[src/rtl/uart_pkg.sv]
// Shared UART definitions: FSM states, line levels and bit-period helper.
package uart_pkg;

  typedef enum logic [2:0] {
    IDLE,
    START,
    DATA,
    PARITY,
    STOP
  } uart_state_t;

  localparam logic UART_START_BIT  = 1'b0;
  localparam logic UART_STOP_BIT   = 1'b1;
  localparam logic UART_IDLE_LEVEL = 1'b1;
  localparam int   UART_DATA_BITS  = 8;

  // Clock cycles per line symbol, truncating; a non-positive rate yields 0 so the
  // elaboration check in the transmitter rejects it.
  function automatic int symbol_cycles(input int clock_freq, input int baud_rate);
    if (baud_rate <= 0) return 0;
    return clock_freq / baud_rate;
  endfunction

endpackage

[src/rtl/uart_baud_counter.sv]
// Bit-period counter 0..SYMBOL_CYCLES-1; tick pulses for one cycle on the last count.
// Zero latency: tick is combinational from the count; clear has priority over enable.
module uart_baud_counter #(
  parameter int SYMBOL_CYCLES = 10
) (
  input  logic clk,
  input  logic clear,
  input  logic enable,
  output logic tick
);

  localparam int W = (SYMBOL_CYCLES > 2) ? $clog2(SYMBOL_CYCLES) : 1;
  localparam logic [W-1:0] LAST = W'(SYMBOL_CYCLES - 1);

  logic [W-1:0] count;

  always_ff @(posedge clk) begin
    if (clear) begin
      count <= '0;
    end else if (enable) begin
      count <= (count == LAST) ? '0 : count + 1'b1;
    end
  end

  assign tick = enable && (count == LAST);

endmodule

[src/rtl/uart_transmitter.sv]
// 8N1 UART transmitter (8E1 with UART_TX_PARITY_EN); ready/valid input, one byte in flight.
// Start bit follows the handshake edge; busy (ready low) for the whole frame, excess valids ignored.
module uart_transmitter
  import uart_pkg::*;
#(
  parameter int CLOCK_FREQ = 33_000_000,
  parameter int BAUD_RATE  = 115_200
) (
  input  logic       clk,
  input  logic       reset,
  input  logic [7:0] data_in,
  input  logic       data_in_valid,
  output logic       data_in_ready,
  output logic       serial_out
);

  localparam int SYMBOL_CYCLES = symbol_cycles(CLOCK_FREQ, BAUD_RATE);
  localparam logic [2:0] LAST_BIT = 3'(UART_DATA_BITS - 1);

  if (SYMBOL_CYCLES < 2) begin : g_rate_check
    $error("uart_transmitter: CLOCK_FREQ / BAUD_RATE must be at least 2");
  end

  uart_state_t state;
  logic [7:0]  shift_reg;
  logic [2:0]  bit_idx;
  logic        accept;
  logic        tick;
  logic        count_clear;
  logic        count_en;
`ifdef UART_TX_PARITY_EN
  logic        parity_bit;
`endif

  assign data_in_ready = (state == IDLE) && !reset;
  assign accept        = data_in_valid && data_in_ready;
  assign count_clear   = reset || accept;
  assign count_en      = (state != IDLE);

  uart_baud_counter #(
    .SYMBOL_CYCLES(SYMBOL_CYCLES)
  ) u_baud_counter (
    .clk   (clk),
    .clear (count_clear),
    .enable(count_en),
    .tick  (tick)
  );

  // serial_out is loaded together with each state change so the pin comes straight from a flop.
  always_ff @(posedge clk) begin
    if (reset) begin
      state      <= IDLE;
      serial_out <= UART_IDLE_LEVEL;
      shift_reg  <= '0;
      bit_idx    <= '0;
`ifdef UART_TX_PARITY_EN
      parity_bit <= 1'b0;
`endif
    end else begin
      case (state)
        IDLE: begin
          serial_out <= UART_IDLE_LEVEL;
          if (accept) begin
            state      <= START;
            serial_out <= UART_START_BIT;
            shift_reg  <= data_in;
            bit_idx    <= '0;
`ifdef UART_TX_PARITY_EN
            parity_bit <= ^data_in;
`endif
          end
        end
        START: begin
          if (tick) begin
            state      <= DATA;
            serial_out <= shift_reg[0];
            bit_idx    <= '0;
          end
        end
        DATA: begin
          if (tick) begin
            if (bit_idx == LAST_BIT) begin
`ifdef UART_TX_PARITY_EN
              state      <= PARITY;
              serial_out <= parity_bit;
`else
              state      <= STOP;
              serial_out <= UART_STOP_BIT;
`endif
            end else begin
              bit_idx    <= bit_idx + 3'd1;
              shift_reg  <= shift_reg >> 1;
              serial_out <= shift_reg[1];
            end
          end
        end
`ifdef UART_TX_PARITY_EN
        PARITY: begin
          if (tick) begin
            state      <= STOP;
            serial_out <= UART_STOP_BIT;
          end
        end
`endif
        STOP: begin
          if (tick) begin
            state      <= IDLE;
            serial_out <= UART_IDLE_LEVEL;
          end
        end
        default: begin
          state      <= IDLE;
          serial_out <= UART_IDLE_LEVEL;
        end
      endcase
    end
  end

endmodule
[config.mk]
export PLATFORM = sky130hd
export DESIGN_NAME = uart_transmitter
export DESIGN_NICKNAME = d
export VERILOG_FILES = /design/src/rtl/uart_pkg.sv /design/src/rtl/uart_baud_counter.sv /design/src/rtl/uart_transmitter.sv
export SDC_FILE = /design/constraint.sdc
export NUM_CORES = 1
export LEC_CHECK = 0
export BUFFER_PORTS_ARGS = -buffer_cell sky130_fd_sc_hd__buf_2
export CAP_MARGIN = 20
export CORE_UTILIZATION = 61
export CTS_CLUSTER_DIAMETER = 40
export DETAILED_ROUTE_END_ITERATION = 16
export PLACE_DENSITY_LB_ADDON = 0.1
export SYNTH_ARGS = -nofsm -noshare
export SYNTH_HDL_FRONTEND = slang
export SYNTH_SLANG_ARGS = --single-unit
[constraint.sdc]
create_clock -name clk -period 5.19 [get_ports clk]
set_clock_uncertainty 0.05 [all_clocks]
set_input_delay 0.519 -clock clk [delete_from_list [all_inputs] [get_ports clk]]
set_output_delay 0.519 -clock clk [all_outputs]
set_load 0.02 [all_outputs]
==> results <==
- The sequential cell area fraction in the yosys report is 0.3643.
- For this run, design rule violations remaining after detail routing come to 0.
- The worst path arrival time is roughly 2600 ps.
- The post-place instance area is roughly 1300 sq um.
- The number of vias per cell after detailed routing is between 6 and 7.
- Compared with the post-synthesis result, the final layout area differs by 3.700%.
- During placement, the flow inserted port buffers numbering 12.
- In this run the tightest slew margin relative to its limit is 0.5257.
- Setup repair after global routing left no endpoint under its margin.
- Averaged over all synthesized cells, the footprint is between 9 and 10 sq um.
- Max-cap violations in this run came to 0.
- The share of synthesized area in the top cell type comes to 0.3643.
- In the synthesized netlist, the number of instances is 139.
- The die boundary width is slightly below 50 um.
- The synthesized net count is around 150.
- The type of origin of the critical path is a flip-flop.
- The biggest area consumer among synthesized cells is dfxtp_1.
- After synthesis, the cell types taking the most area are dfxtp_1 36%, mux2i_1 7.6%, o311a_1 6.8%, xor2_1 6.0%, nor2_1 4.6%.
- Of the total power, the share spent switching nets is 0.2561.
- The final setup violation count is 0.
- The power density over the cells is 229.6 nW/um^2.
- The weighted congestion reported at the end of routability-driven placement is approximately 0.74.
- Detailed placement ended at an HPWL of approximately 1700 um.
- The pin count of the biggest net entering global routing is 18.
- The number of vias after detailed routing is between 1000 and 1500.
- Along the worst path, the maximum fanout reaches 17.
- The number of buffers inserted during clock tree synthesis is 3.
- TritonCTS built the clock tree.
- In this run the remaining antenna-violating nets after routing total 0.
- The max-slew violation total from the final report is 0.
- The die covers ~2400 sq um.
- The post-cts resize count is 0.
- The area of the mapped netlist is 1319 sq um.
- Internal power comes to approximately 0.23 mW.
- 0 antenna diodes ended up in the layout.
- The count of cells in the finished layout, fillers not included, comes to 170.
- The share of total power dissipated in sequential elements is 0.627.
- The analysis attributes to cell leakage a power of 0.5726 nW.
- The placed instance count is around 170.
- For this run, the number of Yosys warnings is 0.
- Of the total power, combinational logic draws 0.112.
- The cell at the slowest stage of the critical path is dfxtp_1.
- The longest clock path from root to sink contains 2 buffers.
- The maximum ir drop on the vdd rail is 156.9 uV.
- The worst path in the final design needs a cycle of between 2000 and 2500 ps, including I/O delays and setup.
- For this configuration, the core starts out at a cell density of 0.6588.
- For the worst-skew pair, the clock arrives at the later sink with an insertion delay of between 300 and 400 ps.
- The global-route wire length before repair is 3746 um.
- Grouping stages by cell kind, the critical path spends the most delay in simple AND/OR/NAND/NOR gates.
- The finished cells cover about 1400 sq um.
- Of the total power, the clock network draws 0.261.
- In the final layout, the share of cells above drive strength 1 is 0.1608.
- For this run the aggregate overflow at the end of global routing stands at 0.
- After the first detailed-routing iteration, the DRC count stood at 11.
- The critical path is of the flip-flop to flip-flop type.
- The floorplan has 16 rows.
- The final clock period utilization by the worst path is 0.4649.
- The height of the die is a little under 50 um.
- In the layout the commonest cells are 24 x dfxtp_1, 16 x nor2_1, 12 x buf_2.
- The highest routed metal layer is met4.
- The clock-pin slew of the registers on the worst-case setup and hold paths is roughly 130 ps.
- After synthesis, the netlist uses 38 different library cells.
- The final layout contains 160 nets.
- For this block, wires on met1 add up to approximately 1200 um.
- The most common library cell in the layout ignoring fill and taps is dfxtp_1.
- Derived from the worst setup path, the maximum achievable clock frequency is between 400 and 500 MHz.
- The average detailed-routed wire length per instance is roughly 13 um.
- The hold violation count in the final report is 0.
- The sum of met3 wire segment lengths after detailed routing is approximately 44 um.
- The I/O pin total is 13.
- The total global-route track usage is 0.1989.
- The number of post-CTS setup repair buffers is 0.
- The via count of the first global-routing pass is 897.
- Synthesis inferred 24 register bits.
- For the final routed database, the setup TNS stands at 0 ps.
- The buffer and inverter count on the worst path is 0.
- The flip-flop count of the largest register after layout is 9.
- CTS placed an instance of clkbuf_4 at the clock tree root.
- The data required time at the worst endpoint is ~5400 ps.
- The class of the worst hold path is input pin to flip-flop.
- The slew at the pin closest to its max-slew limit is slightly above 700 ps.
- The sum of met2 wire segment lengths after detailed routing is 1041 um.
- In this run the number of H-tree levels came out at 1.
- The total clock sinks is 24.
- Buffers inserted to repair hold after CTS numbered 0.
- The total wire length is 2254 um.
- The worst setup path is captured at a flip-flop.
- The analysis attributes to net switching a power of around 0.08 mW.
- The initial antenna violation count is 0.
- The first TritonRoute pass finished after 4 iterations.
- The run finished with clean final reports.
- The core region area is approximately 2000 sq um.
- The signal on the critical path passes through or4b_4 > nor4_4 > nor2_1 > a32o_1.
- The delay of the slowest cell on the worst path is around 800 ps.
## per-layer routing
| layer | vias to the layer above | global-route usage |
|---|---|---|
| met5 | - | 0 |
| met4 | 0 | 0.07353 |
| met3 | 2 | 0.02830 |
| met2 | 11 | 0.3286 |
| met1 | 484 | 0.2644 |
| li1 | 525 | - |
## cell usage after synthesis
master and n:
o32ai_1 1, or4b_4 1, or3_1 1, inv_1 5, ha_1 4, o21bai_1 1
nand2b_1 2, xnor2_1 1, clkbuf_1 4, nor3_1 1, a211oi_2 1, or2_2 1
dfxtp_1 24, a32o_1 1, nand2_1 9, nor2_1 16, and3_1 1, nor2b_1 1
nor4_4 1, buf_2 3, xor2_1 9, mux2i_1 10, o221ai_1 1, o21ai_1 3
nand4_1 4, nand4b_1 1, or3b_2 1, nor3_4 2, o311ai_0 1, buf_4 2
a2111oi_0 1, nand3_1 4, a211o_1 2, a2bb2oi_2 1, buf_6 2, o311a_1 9
o21ai_0 3, a211oi_1 4
## power by group through the flow
stage	Clock, mW	Combinational (mW)	Sequential (mW)
2_1_floorplan	0	0.0304	0.199
3_3_place_gp	0	0.0345	0.200
5_1_grt	0.0890	0.0389	0.198
3_5_place_dp	0	0.0356	0.201
6_report	0.0820	0.0353	0.197
4_1_cts	0.0826	0.0356	0.197
## final timing paths
check / from / to / slack (ps) / depth (start not counted)
worst max-delay path: state[1] / shift_reg[7] / 2780 / 4
worst min-delay path: data_in[7] / shift_reg[7] / 360 / 2
worst max register to register: state[1] / shift_reg[7] / 2780 / 4
worst min register to register: bit_idx[2] / bit_idx[2] / 430 / 2
## per-stage QoR
stage          utilization  worst slack (ps)  total power [mW]  hold slack, ps
5_1_grt             0.6831              2631            0.3255           356.4
2_1_floorplan            -              3234            0.2291           388.5
4_1_cts             0.6831              2765            0.3148           359.3
3_5_place_dp        0.6719              2780            0.2363           416.3
6_report            0.6831              2777            0.3140           359.0
3_3_place_gp        0.6719              2854            0.2347           397.3
## kinds of logic (layout without fill, tap and decap cells)
group,count (synthesis),after routing,synth area share
AO/OA/AOI/OAI,29,29,0.1879
XOR/XNOR,10,10,0.06642
adder cells (fa/ha/maj),4,4,0.03795
buffers and inverters,16,20,0.06546
flip-flops,24,24,0.3643
multiplexers,10,10,0.07590
AND/OR/NAND/NOR,46,46,0.2021
## area by class of cell
class	count	area (sq um)
Fill cell	179	634.4
Multi-Input combinational cell	99	752.0
Sequential cell	24	480.5
Inverter	5	18.77
Clock buffer	3	22.52
Timing Repair Buffer	12	60.06
Tap cell	27	33.78
(Power assumes the default switching activity.)
